### config.mk
export PLATFORM = sky130hd
export DESIGN_NAME = dmem_arbiter
export DESIGN_NICKNAME = d
export VERILOG_FILES = /design/src/rtl/mem_arb_pkg.sv /design/src/rtl/dmem_arbiter.sv
export SDC_FILE = /design/constraint.sdc
export NUM_CORES = 1
export LEC_CHECK = 0
export CORE_ASPECT_RATIO = 0.6
export CORE_MARGIN = 2
export CORE_UTILIZATION = 18
export DETAILED_ROUTE_END_ITERATION = 12
export HOLD_SLACK_MARGIN = 0.12
export PLACE_DENSITY_LB_ADDON = 0.3
export SETUP_SLACK_MARGIN = 0.2
export SLEW_MARGIN = 5
export SYNTH_ARGS = -nofsm -noshare
export SYNTH_HDL_FRONTEND = slang
export SYNTH_SLANG_ARGS = --single-unit
### constraint.sdc
create_clock -name clock -period 1.95 [get_ports clock]
set_clock_uncertainty 0.15 [all_clocks]
set_input_delay 0.39 -clock clock [delete_from_list [all_inputs] [get_ports clock]]
set_output_delay 0.39 -clock clock [all_outputs]
set_load 0.005 [all_outputs]
### src/rtl/mem_arb_pkg.sv
// Shared definitions for the data-memory arbiter: default widths, read-owner
// encoding and the starvation counter width.
package mem_arb_pkg;

  localparam int unsigned ADDR_WIDTH_DEF = 12;
  localparam int unsigned DATA_WIDTH_DEF = 32;
  localparam int unsigned WAIT_CNT_W     = 4;

  typedef enum logic {
    NONE = 1'b0,
    ACC  = 1'b1
  } rd_owner_e;

endpackage

### src/rtl/dmem_arbiter.sv
// Shares the single-port data RAM between the CPU (fixed priority) and the
// boid accelerator, with a starvation counter that forces an accelerator slot.
module dmem_arbiter
  import mem_arb_pkg::*;
#(
  parameter int unsigned ADDR_WIDTH = ADDR_WIDTH_DEF,
  parameter int unsigned DATA_WIDTH = DATA_WIDTH_DEF,
  parameter int unsigned MAX_WAIT   = 4
) (
  input  logic                  clock,
  input  logic                  reset,
  input  logic                  cpu_req,
  input  logic                  cpu_wren,
  input  logic [ADDR_WIDTH-1:0] cpu_addr,
  input  logic [DATA_WIDTH-1:0] cpu_wdata,
  output logic                  cpu_stall,
  output logic [DATA_WIDTH-1:0] cpu_rdata,
  input  logic                  acc_valid,
  input  logic                  acc_wren,
  input  logic [ADDR_WIDTH-1:0] acc_addr,
  input  logic [DATA_WIDTH-1:0] acc_wdata,
  output logic                  acc_ready,
  output logic                  acc_rvalid,
  output logic [DATA_WIDTH-1:0] acc_rdata,
  output logic                  ram_wEn,
  output logic [ADDR_WIDTH-1:0] ram_addr,
  output logic [DATA_WIDTH-1:0] ram_dataIn,
  input  logic [DATA_WIDTH-1:0] ram_dataOut
);

  logic [WAIT_CNT_W-1:0] wait_cnt_q, wait_cnt_d;
  rd_owner_e             rd_owner_q, rd_owner_d;
  logic                  wait_full;
  logic                  acc_win;

  // Grant, RAM mux and next-state; everything is forced quiet during reset.
  always_comb begin
    wait_full  = (wait_cnt_q == WAIT_CNT_W'(MAX_WAIT));
    acc_win    = !reset && acc_valid && (!cpu_req || wait_full);

    acc_ready  = acc_win;
    cpu_stall  = !reset && cpu_req && acc_win;

    ram_addr   = acc_win ? acc_addr  : cpu_addr;
    ram_dataIn = acc_win ? acc_wdata : cpu_wdata;
    ram_wEn    = !reset && (acc_win ? acc_wren : (cpu_req && cpu_wren));

    acc_rvalid = !reset && (rd_owner_q == ACC);
    acc_rdata  = ram_dataOut;
    cpu_rdata  = ram_dataOut;

    wait_cnt_d = wait_cnt_q;
    if (acc_win || !acc_valid) begin
      wait_cnt_d = '0;
    end else if (cpu_req && !wait_full) begin
      wait_cnt_d = wait_cnt_q + WAIT_CNT_W'(1);
    end

    rd_owner_d = (acc_win && !acc_wren) ? ACC : NONE;
  end

  always_ff @(posedge clock) begin
    if (reset) begin
      wait_cnt_q <= '0;
      rd_owner_q <= NONE;
    end else begin
      wait_cnt_q <= wait_cnt_d;
      rd_owner_q <= rd_owner_d;
    end
  end

endmodule

**Yosys cells after proc, flatten, opt, wreduce, memory -nomap -nowiden**

Cells that the tools add are included.

- Register bits after elaboration: 5
- Input port bits: 126
- Word-level logic and storage cells: 25

- $add $sub $neg: 1
- Equality and inequality tests: 1
- Muxes and demuxes: 4
- Reductions and logical operators: 17

Operators with widths:

| kind | number |
|---|---|
| $mux 32 | 1 |
| $mux 12 | 1 |
| $logic_and 1x1->1 | 9 |
| $logic_not 1->1 | 5 |
| $add 4x1->4 const B | 1 |
| $eq 4x3->1 const B | 1 |
| $logic_or 1x1->1 | 2 |
| $mux 1 | 2 |
| $reduce_or 2->1 | 1 |

**Logic depth before layout (Yosys ltp)**

Gate-level depths: netlist of run 1.

- Depth in word-level cells: 5
- Gate-level depth with buffers: 6
- Gate-level depth less buffers: 5

**Worst setup path before layout of run 1**

No wires, ideal clock.

- Path kind: register to output
- From: reg wait_cnt_q[0]
- To: out ram_addr[10]
- Arrival time: 1.507 ns
- Data required time: 1.410 ns
- Path slack: -0.097 ns
- Stages on the path, launching flop included: 7
- Path buffers: 1
- Cells stage by stage: dfxtp_1 -> inv_1 -> ha_1 -> nand3b_1 -> a21oi_4 -> buf_4 -> mux2_2

- Cells in the longest elaborated chain, start to end: 4

Ends and longest elaborated chain:

| element | line | source |
|---|---|---|
| start: declaration | dmem_arbiter.sv:31 | `logic [WAIT_CNT_W-1:0] wait_cnt_q, wait_cnt_d;` |
| start signal: assignment | dmem_arbiter.sv:67 | `wait_cnt_q <= wait_cnt_d;` |
| $eq 4x3->1 | dmem_arbiter.sv:38 | `wait_full = (wait_cnt_q == WAIT_CNT_W'(MAX_WAIT));` |
| $logic_or 1x1->1 | dmem_arbiter.sv:39 | `acc_win = !reset && acc_valid && (!cpu_req \|\| wait_full);` |
| $logic_and 1x1->1 | dmem_arbiter.sv:39 |  |
| $mux 12 | dmem_arbiter.sv:44 | `ram_addr = acc_win ? acc_addr : cpu_addr;` |
| end: declaration | dmem_arbiter.sv:26 | `output logic [ADDR_WIDTH-1:0] ram_addr,` |

No other way between the ends.

**Worst setup path in the final report of run 1**

- From: reg wait_cnt_q[1]
- To: out ram_dataIn[16]

- Cells in the longest elaborated chain, start to end: 4

Ends and longest elaborated chain:

| element | line | source |
|---|---|---|
| $eq 4x3->1 | dmem_arbiter.sv:38 |  |
| $logic_or 1x1->1 | dmem_arbiter.sv:39 |  |
| $logic_and 1x1->1 | dmem_arbiter.sv:39 |  |
| $mux 32 | dmem_arbiter.sv:45 | `ram_dataIn = acc_win ? acc_wdata : cpu_wdata;` |
| end: declaration | dmem_arbiter.sv:27 | `output logic [DATA_WIDTH-1:0] ram_dataIn,` |

No other way between the ends.

==> results by group, run 1 <==
Outcome
  • Status: finished with violations
  • Failing checks: design-rule violations, negative setup slack

Synthesis
  • Ys Warns: 0
  • Cell count after synthesis: approximately 140
  • #FFs+latches synth: 5
  • Sequential-to-total area share from yosys stat: around 7.8%
  • Post-synth top area cell: buf_4
  • Synth top area cells: buf_4 (39%), mux2_2 (37%), dfxtp_1 (7.8%)
  • Ys flop type: dfxtp_1
  • EDFF count, synth: 0
  • Post-synth top area share: about two fifths
  • Asr flop ratio synth: 0%
  • Synth Cell Area: ~1300 sq um
  • Syn_area_per_cell: 9.096 sq um
  • Post-Syn Nets: 269
  • Unique masters post-synth: 21

Die
  • Rows: 23
  • Area of the core: between 6000 and 7000 sq um
  • Die Ht: about 69 microns
  • Die width: roughly 110 microns
  • I/O pin count: 238
  • Die area: slightly below 8000 sq um
  • Starting density of the core: about a fifth

STA
  • Fmax achieved: 0.4039 GHz
  • Setup_tns: -19.28 ns
  • Final setup vio count: 46
  • Final WS setup: -0.5260 ns
  • Worst rel slew slack: roughly 80%
  • Final Cycle Share: 127.0%
  • Worst-Margin Slew: just under 0.3 ns
  • Fin Hold WS: between 0.3 and 0.4 ns
  • Fin. Hold Viols: 0
  • RSZ-0062 raised after global routing: true
  • Final max-slew violation count: 0
  • Tmin final: between 2 and 2.5 ns

Worst setup path
  • Slowest stage cell, crit path: dfxtp_2
  • Worst-path cell chain: inv_2, ha_4, nand3b_1, a21oi_4, buf_12, buf_12, buf_16, buf_6, mux2_4, buf_6
  • FF-to-FF setup slack: ~0.35 ns
  • CP peak stage delay: about 0.31 ns
  • R2R Path End: wait_cnt_q[0]
  • Reg-to-Reg Start: wait_cnt_q[1]
  • Worst reg-to-reg path cell count: 9
  • Critical path buffers and inverters: 6
  • CP max FO: 6
  • Critical Path RT: around 1.4 ns
  • Setup crit end kind: primary output
  • CP delay by family, top: buffers and inverters
  • Arrival time worst endpoint: 1.94 ns
  • Critical path class: reg2out
  • Worst Setup Start Kind: register

Layout
  • Most frequent cells in the layout: clkdlybuf4s50_1 (90), buf_6 (46), mux2_4 (42)
  • Final nets: ~380
  • Share of cells above drive strength 1: approximately 54%
  • Diode count: 0
  • P&R area growth vs syn: 134.6%
  • Design area: between 3000 and 4000 sq um
  • Commonest non-fill, non-tap cell in the layout: clkdlybuf4s50_1
  • Layout Cells excl Fill: approximately 340

Min path
  • Hold path depth: 2
  • Min-delay worst type: reg2reg
  • Hold Crit Start: wait_cnt_q[0]
  • Min-Delay Endpoint: wait_cnt_q[0]

CTS
  • Cts bufs inserted: 3
  • CTS sink count: 5
  • CTS tree: yes
  • Root Buffer: clkbuf_16
  • Max clock buf depth: 2
  • Clk_lat worst skew: about 0.23 ns
  • # H-tree levels: 1
  • Clock-pin slew of the registers on the worst-case setup and hold paths: 0.03 ns
  • Hold-fix buffers, CTS: 0

GRT
  • Number of global-route vias before repair: about 1.5k
  • First-pass GRT wire length: about 7500 microns
  • Gr usage total: 11.73%
  • Pin count of the biggest net entering global routing: 9
  • Initial antenna violation count: 0
  • Overflow after GRT: 0

Routing
  • 1st-iter DRT viols: 26
  • Post-DRT Antenna Nets: 0
  • Drt wl/cell: 14.27 microns
  • Vias per inst: between 3 and 4
  • Via count: 1334
  • Drt pass-1 iters: 8
  • Final wirelength: between 4000 and 5000 microns
  • # DRC: 12

Power
  • Pwr/cell area: between 300 and 400 nW/um^2
  • Power Total: between 1000 and 1500 uW
  • Peak supply drop: 0.3464 mV
  • Leak Pwr: 0.001334 uW
  • Combinational share of power: a little under three fifths
  • Flop pwr share: about a tenth
  • P_int: between 800 and 900 uW
  • Switching share of power: between 20% and 30%
  • Clock power frac: between 30% and 40%
  • Sw power: around 210 uW

Placement
  • Detailed placement HPWL: between 3000 and 4000 microns
  • RePlAce Congestion: approximately 0.79
  • Port-buffer cells: between 100 and 150
  • Cell area after placement: between 2000 and 3000 sq um
  • Placed insts: about 320

Flow run
  • Max_cap viols: 0
==> worst min-delay path, cell delays in order, from the launching register on <==
cell and delay (ns):
dfxtp_2 0.32, buf_4 0.11, nor3_1 0.05
==> metrics by stage <==
step | util (%) | setup slack [ns]
3_3_place_gp | 37.86 | -0.8813
4_1_cts | 44.16 | -0.5642
6_report | 44.31 | -0.5260
3_5_place_dp | 37.86 | -0.8722
5_1_grt | 44.31 | -0.5924
2_1_floorplan | - | -0.02439
==> metal layers <==
| metal | GRT usage (%) | up-vias | share of wire (%) |
|---|---|---|---|
| met5 | 0 | - | 0 |
| met1 | 13.63 | 590 | 38 |
| li1 | - | 632 | - |
| met4 | 2.846 | 0 | 0.42 |
| met3 | 4.545 | 6 | 14 |
| met2 | 20.35 | 106 | 48 |
==> cells in the mapped netlist (2+ instances only) <==
cell type	count
buf_4	66
mux2_2	42
dfxtp_1	5
nor3_1	4
and3_1	2
buf_6	2
ha_1	2
inv_1	2
mux2_1	2
nand2_1	2
nor2b_1	2
==> cell type report <==
class,instances,area [sq um]
Fill cell,644,3782
Clock buffer,4,78.83
Timing Repair Buffer,173,1853
Tap cell,87,108.9
Inverter,2,7.507
Multi-Input combinational cell,66,858.3
Sequential cell,5,102.6
==> repair_timing <==
action,4_1_cts,5_1_grt
pin swaps,4,3
setup endpoints to repair,48,47
gates resized for setup,256,2
cloned,4,0
setup buffers,13,0
==> state kept, by name, summed over array words and instances (netlist names) <==
register,flops
rd_owner_q,1
wait_cnt_q,4
==> power by group through the flow <==
stage / logic (uW) / registers [uW] / clock network [uW]
2_1_floorplan: 255 / 107 / 0
3_3_place_gp: 494 / 107 / 0
3_5_place_dp: 495 / 107 / 0
4_1_cts: 570 / 106 / 342
5_1_grt: 601 / 106 / 353
6_report: 568 / 106 / 335
==> logic make-up (layout without fill, tap and decap cells) <==
kind of cell             Yosys count  after routing  synth area share [%]
AND/OR/NAND/NOR                   15             15                 6.732
flip-flops                         5              5                 7.805
multiplexers                      44             44                 38.63
AO/OA/AOI/OAI                      3              3                 2.537
buffers and inverters             70            179                 40.98
adder cells (fa/ha/maj)            2              2                 1.951
XOR/XNOR                           2              2                 1.366
==> worst max-delay path by stage <==
stage	cells after the start	start	end
3_3_place_gp	6	reset	ram_dataIn[28]
3_5_place_dp	6	reset	ram_dataIn[31]
4_1_cts	10	wait_cnt_q[0]	ram_dataIn[16]
2_1_floorplan	6	wait_cnt_q[1]	ram_addr[0]
6_report	10	wait_cnt_q[1]	ram_dataIn[16]
5_1_grt	10	wait_cnt_q[1]	ram_dataIn[10]
Note: power is estimated with default switching activity, not from simulation.
==> run 2: changes to the inputs <==
- SLEW_MARGIN: 5 -> 20
- TNS_END_PERCENT: not set -> 30
==> run 2 against run 1 <==
Net effect:
- the run still ends with design-rule violations, negative setup slack left
- first-iteration DRC count shrank 12%
- largest power group unchanged
- count of clock-buffer cells in the layout is the same
- core utilization shrank 2.1 points
- register-to-register slack gained 0.09 ns
- die area is the same
- non-clock buffer count shrank 3
- combinational power shrank 6.9%
- highest routed layer unchanged
- via count shrank 1.1%
==> results by group, run 2 (same netlist as run 1, synthesis figures left out) <==
STA
  • Final WS setup: -0.5506 ns
  • Fin Hold WS: ~0.37 ns
  • Fmax achieved: 0.3999 GHz
  • Tmin final: around 2.5 ns
  • Fin. Hold Viols: 0
  • Final max-slew violation count: 0
  • Worst rel slew slack: 87.15%
  • Final Cycle Share: 128.2%
  • Final setup vio count: 46
  • RSZ-0062 raised after global routing: true
  • Worst-Margin Slew: approximately 0.19 ns

Routing
  • Final wirelength: approximately 4700 microns
  • Via count: roughly 1.3k
  • # DRC: 12
  • Vias per inst: 3.949
  • 1st-iter DRT viols: 23
  • Drt wl/cell: around 14 microns
  • Post-DRT Antenna Nets: 0
  • Drt pass-1 iters: 8

CTS
  • Root Buffer: clkbuf_16
  • Max clock buf depth: 2
  • CTS sink count: 5
  • Cts bufs inserted: 3
  • CTS tree: yes
  • Clk_lat worst skew: 0.23 ns
  • # H-tree levels: 1
  • Clock-pin slew of the registers on the worst-case setup and hold paths: ~0.030 ns

Min path
  • Min-delay worst type: reg2reg

Layout
  • Diode count: 0
  • Commonest non-fill, non-tap cell in the layout: clkdlybuf4s50_1
  • Max reg flops: 4
  • Biggest register: wait_cnt_q
  • Most frequent cells in the layout: clkdlybuf4s50_1 (90), mux2_4 (42), buf_6 (29)
  • P&R area growth vs syn: 123.7%
  • Post-route core utilization: around 42%
  • Share of cells above drive strength 1: 54.25%
  • Largest regs: wait_cnt_q: 4 flops, rd_owner_q: 1 flops
  • Final nets: around 380

Worst setup path
  • Setup crit end kind: primary output
  • CP startpoint: wait_cnt_q[1]
  • CP max FO: 6
  • Arrival time worst endpoint: 1.96 ns
  • Reg-to-Reg Start: wait_cnt_q[1]
  • Critical Path RT: around 1.4 ns
  • Number of stages on the worst setup path: 10
  • Critical Path End: ram_dataIn[16]
  • CP peak stage delay: ~0.31 ns
  • Worst reg-to-reg path cell count: 7
  • Slowest stage cell, crit path: dfxtp_2
  • CP delay by family, top: buffers and inverters
  • Worst Setup Start Kind: register
  • R2R Path End: rd_owner_q
  • FF-to-FF setup slack: 0.44 ns
  • Worst-path cell chain: inv_2, ha_4, nand3b_1, a21oi_4, buf_12, buf_12, buf_16, buf_6, mux2_4, buf_6
  • Critical path buffers and inverters: 6
  • Critical path class: reg2out

Power
  • Switching share of power: between 20% and 30%
  • Clock power frac: between 30 and 40%
  • Pwr/cell area: around 340 nW/um^2
  • Combinational share of power: 54.5%
  • Sw power: 198.5 uW
  • Flop pwr share: about 11%
  • Leak Pwr: 0.001284 uW
  • P_int: between 700 and 800 uW
  • Peak supply drop: between 0.3 and 0.4 mV

Outcome
  • Failing checks: design-rule violations, negative setup slack
  • Status: finished with violations

GRT
  • Overflow after GRT: 0
  • Initial antenna violation count: 0
  • Pin count of the biggest net entering global routing: 9
  • Number of global-route vias before repair: around 1.5k
  • Gr usage total: between 10 and 15%
  • First-pass GRT wire length: around 7300 microns

Die
  • Area of the core: just under 7000 sq um
  • I/O pin count: ~240
  • Starting density of the core: 18.88%
  • Die area: roughly 8000 sq um
  • Die width: 113.0 microns
  • Rows: 23
  • Die Ht: roughly 69 microns

Placement
  • Detailed placement HPWL: between 3000 and 4000 microns
  • Port-buffer cells: roughly 140
  • RePlAce Congestion: between 0.7 and 0.8

Flow run
  • Max_cap viols: 0
run 2: cell types whose count changed in the layout (fill, tap and decap cells not counted), sizes merged:
cell	change
buf	-19
clkbuf	+17
clkdlybuf4s15	-1
run 2: per-stage QoR:
stage | setup TNS, ns | instance area, sq um | cells | total power, uW | setup WS (ns)
after floorplan | -0.9452 | 1451 | 141 | 362.8 | -0.02439
after global placement | -38.48 | 2571 | 316 | 600.8 | -0.8813
after detailed placement | -37.13 | 2571 | 316 | 602.2 | -0.8722
after CTS | -22.11 | 2933 | 334 | 990.5 | -0.5642
after global routing | -22.75 | 2869 | 334 | 1021 | -0.6061
final | -20.04 | 2869 | 334 | 970.5 | -0.5506
run 2: worst min-delay path by stage:
stage	startpoint	endpoint	slack [ns]	cells past startpoint
6_report	wait_cnt_q[0]	wait_cnt_q[0]	0.37	2
3_3_place_gp	wait_cnt_q[0]	wait_cnt_q[0]	0.37	2
4_1_cts	wait_cnt_q[0]	wait_cnt_q[0]	0.38	2
3_5_place_dp	wait_cnt_q[0]	wait_cnt_q[0]	0.37	2
2_1_floorplan	wait_cnt_q[0]	wait_cnt_q[0]	0.28	1
5_1_grt	wait_cnt_q[0]	wait_cnt_q[0]	0.41	2
run 2: timing repair:
item,in CTS,in global routing
hold buffers,0,0
setup buffers,10,0
pin swaps,2,5
endpoints found under the setup margin,48,47
resized for setup,203,22
cloned,4,0
run 2: area by class of cell:
type | count | area (sq um)
Clock buffer | 4 | 78.83
Fill cell | 666 | 3923
Inverter | 2 | 7.507
Multi-Input combinational cell | 66 | 849.6
Sequential cell | 5 | 102.6
Tap cell | 87 | 108.9
Timing Repair Buffer | 170 | 1722
run 2: power by group through the flow:
stage / registers, uW / clock network (uW) / logic (uW)
6_report: 106 / 336 / 529
4_1_cts: 106 / 342 / 543
3_3_place_gp: 107 / 0 / 494
2_1_floorplan: 107 / 0 / 255
3_5_place_dp: 107 / 0 / 495
5_1_grt: 106 / 353 / 562
run 2: metal layers:
layer	vias up	GRT usage [%]	wire length [microns]
met5	-	0	0
met2	104	19.68	2231
li1	626	-	-
met3	6	4.458	621
met1	583	13.47	1866
met4	0	2.846	20
run 2: tightest hold or removal path: cells and delay by family (launching register included):
family	cells	cell delay, ns
flip-flops	1	0.32
buffers and inverters	1	0.11
AND/OR/NAND/NOR	1	0.05
==> run 3: changes to the inputs <==
- SKIP_LAST_GASP: not set -> 1
==> run 3 against run 2 <==
Net effect:
- largest power group unchanged
- routed wire length shrank 0.84%
- core utilization shrank 0.63 points
- worst setup slack gained 0.0068 ns
- the run still ends with design-rule violations, negative setup slack left
==> results by group, run 3 (same netlist as run 1, synthesis figures left out) <==
Outcome
  • Status: finished with violations
  • Failing checks: design-rule violations, negative setup slack

GRT
  • Pin count of the biggest net entering global routing: 9
  • First-pass GRT wire length: roughly 7300 microns
  • Number of global-route vias before repair: roughly 1.5k
  • Overflow after GRT: 0
  • Initial antenna violation count: 0
  • Gr usage total: between 10 and 15%

STA
  • Final WS setup: -0.5437 ns
  • Worst-Margin Slew: around 0.2 ns
  • Final Cycle Share: 127.9%
  • Tmin final: 2.494 ns
  • Final max-slew violation count: 0
  • RSZ-0062 raised after global routing: true
  • Worst rel slew slack: between 80% and 90%
  • Fin. Hold Viols: 0
  • Final setup vio count: between 40 and 50
  • Fmax achieved: approximately 0.40 GHz

Die
  • Area of the core: 6792 sq um
  • I/O pin count: 238
  • Die width: about 110 microns
  • Starting density of the core: between 10% and 20%
  • Die Ht: about 70 microns
  • Die area: around 8000 sq um
  • Rows: 23

Layout
  • Filler Cells Inserted: 669
  • Layout Cells excl Fill: 334
  • Register area: a little over 100 sq um
  • Design area: approximately 2800 sq um
  • Most frequent cells in the layout: clkdlybuf4s50_1 (94), mux2_4 (41), buf_4 (14)
  • Post-route core utilization: a little over two fifths
  • Max reg flops: 4
  • Commonest non-fill, non-tap cell in the layout: clkdlybuf4s50_1
  • Share of cells above drive strength 1: ~48%
  • Diode count: 0
  • Biggest register: wait_cnt_q
  • Largest regs: wait_cnt_q: 4 flops, rd_owner_q: 1 flops
  • Final nets: ~380
  • Multi-input logic area: 830.8 sq um
  • P&R area growth vs syn: 120.4%

Worst setup path
  • Arrival time worst endpoint: approximately 2.0 ns
  • Worst Setup Start Kind: register
  • Critical path class: reg2out
  • Setup crit end kind: primary output
  • CP max FO: 6
  • Critical Path RT: between 1 and 1.5 ns

Routing
  • # DRC: 12
  • Post-DRT Antenna Nets: 0
  • Drt wl/cell: around 14 microns
  • Via count: about 1.3k
  • Vias per inst: about 3.9
  • Final wirelength: about 4700 microns
  • Drt pass-1 iters: 8
  • 1st-iter DRT viols: 27

CTS
  • CTS tree: yes
  • CTS sink count: 5
  • Hold-fix buffers, CTS: 0
  • Max clock buf depth: 2
  • Clk_lat worst skew: 0.23 ns
  • Root Buffer: clkbuf_16
  • # H-tree levels: 1
  • Cts bufs inserted: 3
  • Clock-pin slew of the registers on the worst-case setup and hold paths: ~0.030 ns

Placement
  • Detailed placement HPWL: between 3000 and 4000 microns
  • Placed insts: 316
  • RePlAce Congestion: 0.7925
  • Port-buffer cells: between 100 and 150
  • Cell area after placement: approximately 2600 sq um

Power
  • Peak supply drop: around 0.34 mV
  • Pwr/cell area: roughly 340 nW/um^2
  • Leak Pwr: 0.001247 uW

Flow run
  • Max_cap viols: 0

Min path
  • Min-delay worst type: reg2reg
[run 3: layout make-up]
class	instances	area share, %
Timing Repair Buffer	170	60.07
Multi-Input combinational cell	66	29.39
Tap cell	87	3.851
Sequential cell	5	3.630
Clock buffer	4	2.789
Inverter	2	0.2656
[run 3: path summary, 6_finish.rpt]
check | start | end | slack [ns] | depth (start not counted)
max | wait_cnt_q[1] | ram_dataIn[16] | -0.54 | 10
min | wait_cnt_q[0] | wait_cnt_q[0] | 0.37 | 2
max reg2reg | wait_cnt_q[1] | wait_cnt_q[0] | 0.44 | 8
min reg2reg | wait_cnt_q[0] | wait_cnt_q[0] | 0.37 | 2
[run 3: report_power, final]
part | switching [uW] | total, uW | internal [uW]
registers | 0.803 | 106 | 105
logic | 126 | 505 | 380
clock network | 65.2 | 336 | 271
[run 3: repair_timing]
action,4_1_cts,5_1_grt
pin swaps,2,2
endpoints found under the hold margin,0,0
resized for setup,160,13
cloned,4,0
setup buffers,10,0
endpoints found under the setup margin,48,48
[run 3: critical path: stages (launching register included)]
cell and delay (ns):
dfxtp_2 0.31, inv_2 0.06, ha_4 0.13, nand3b_1 0.13, a21oi_4 0.21, buf_12 0.14, buf_12 0.11, buf_16 0.13
buf_6 0.09, mux2_4 0.29, buf_6 0.12
[run 3: stage by stage]
stage / total power [uW] / TNS [ns] / hold WS, ns / setup slack [ns]
finish: 946.9 / -21.76 / 0.3741 / -0.5437
global route: 997.4 / -25.02 / 0.4102 / -0.6071
CTS: 969.3 / -23.82 / 0.3792 / -0.5642
detailed placement: 602.2 / -37.13 / 0.3746 / -0.8722
global placement: 600.8 / -38.48 / 0.3705 / -0.8813
floorplan: 362.8 / -0.9452 / 0.2781 / -0.02439
[run 3: layer usage]
metal	wire (microns)	share of wire [%]	vias to the layer above	global-route usage, %
met4	20	0.43	0	2.846
met5	0	0	-	0
met1	1834	39	570	13.42
li1	-	-	626	-
met3	632	13	6	4.458
met2	2213	47	105	19.75
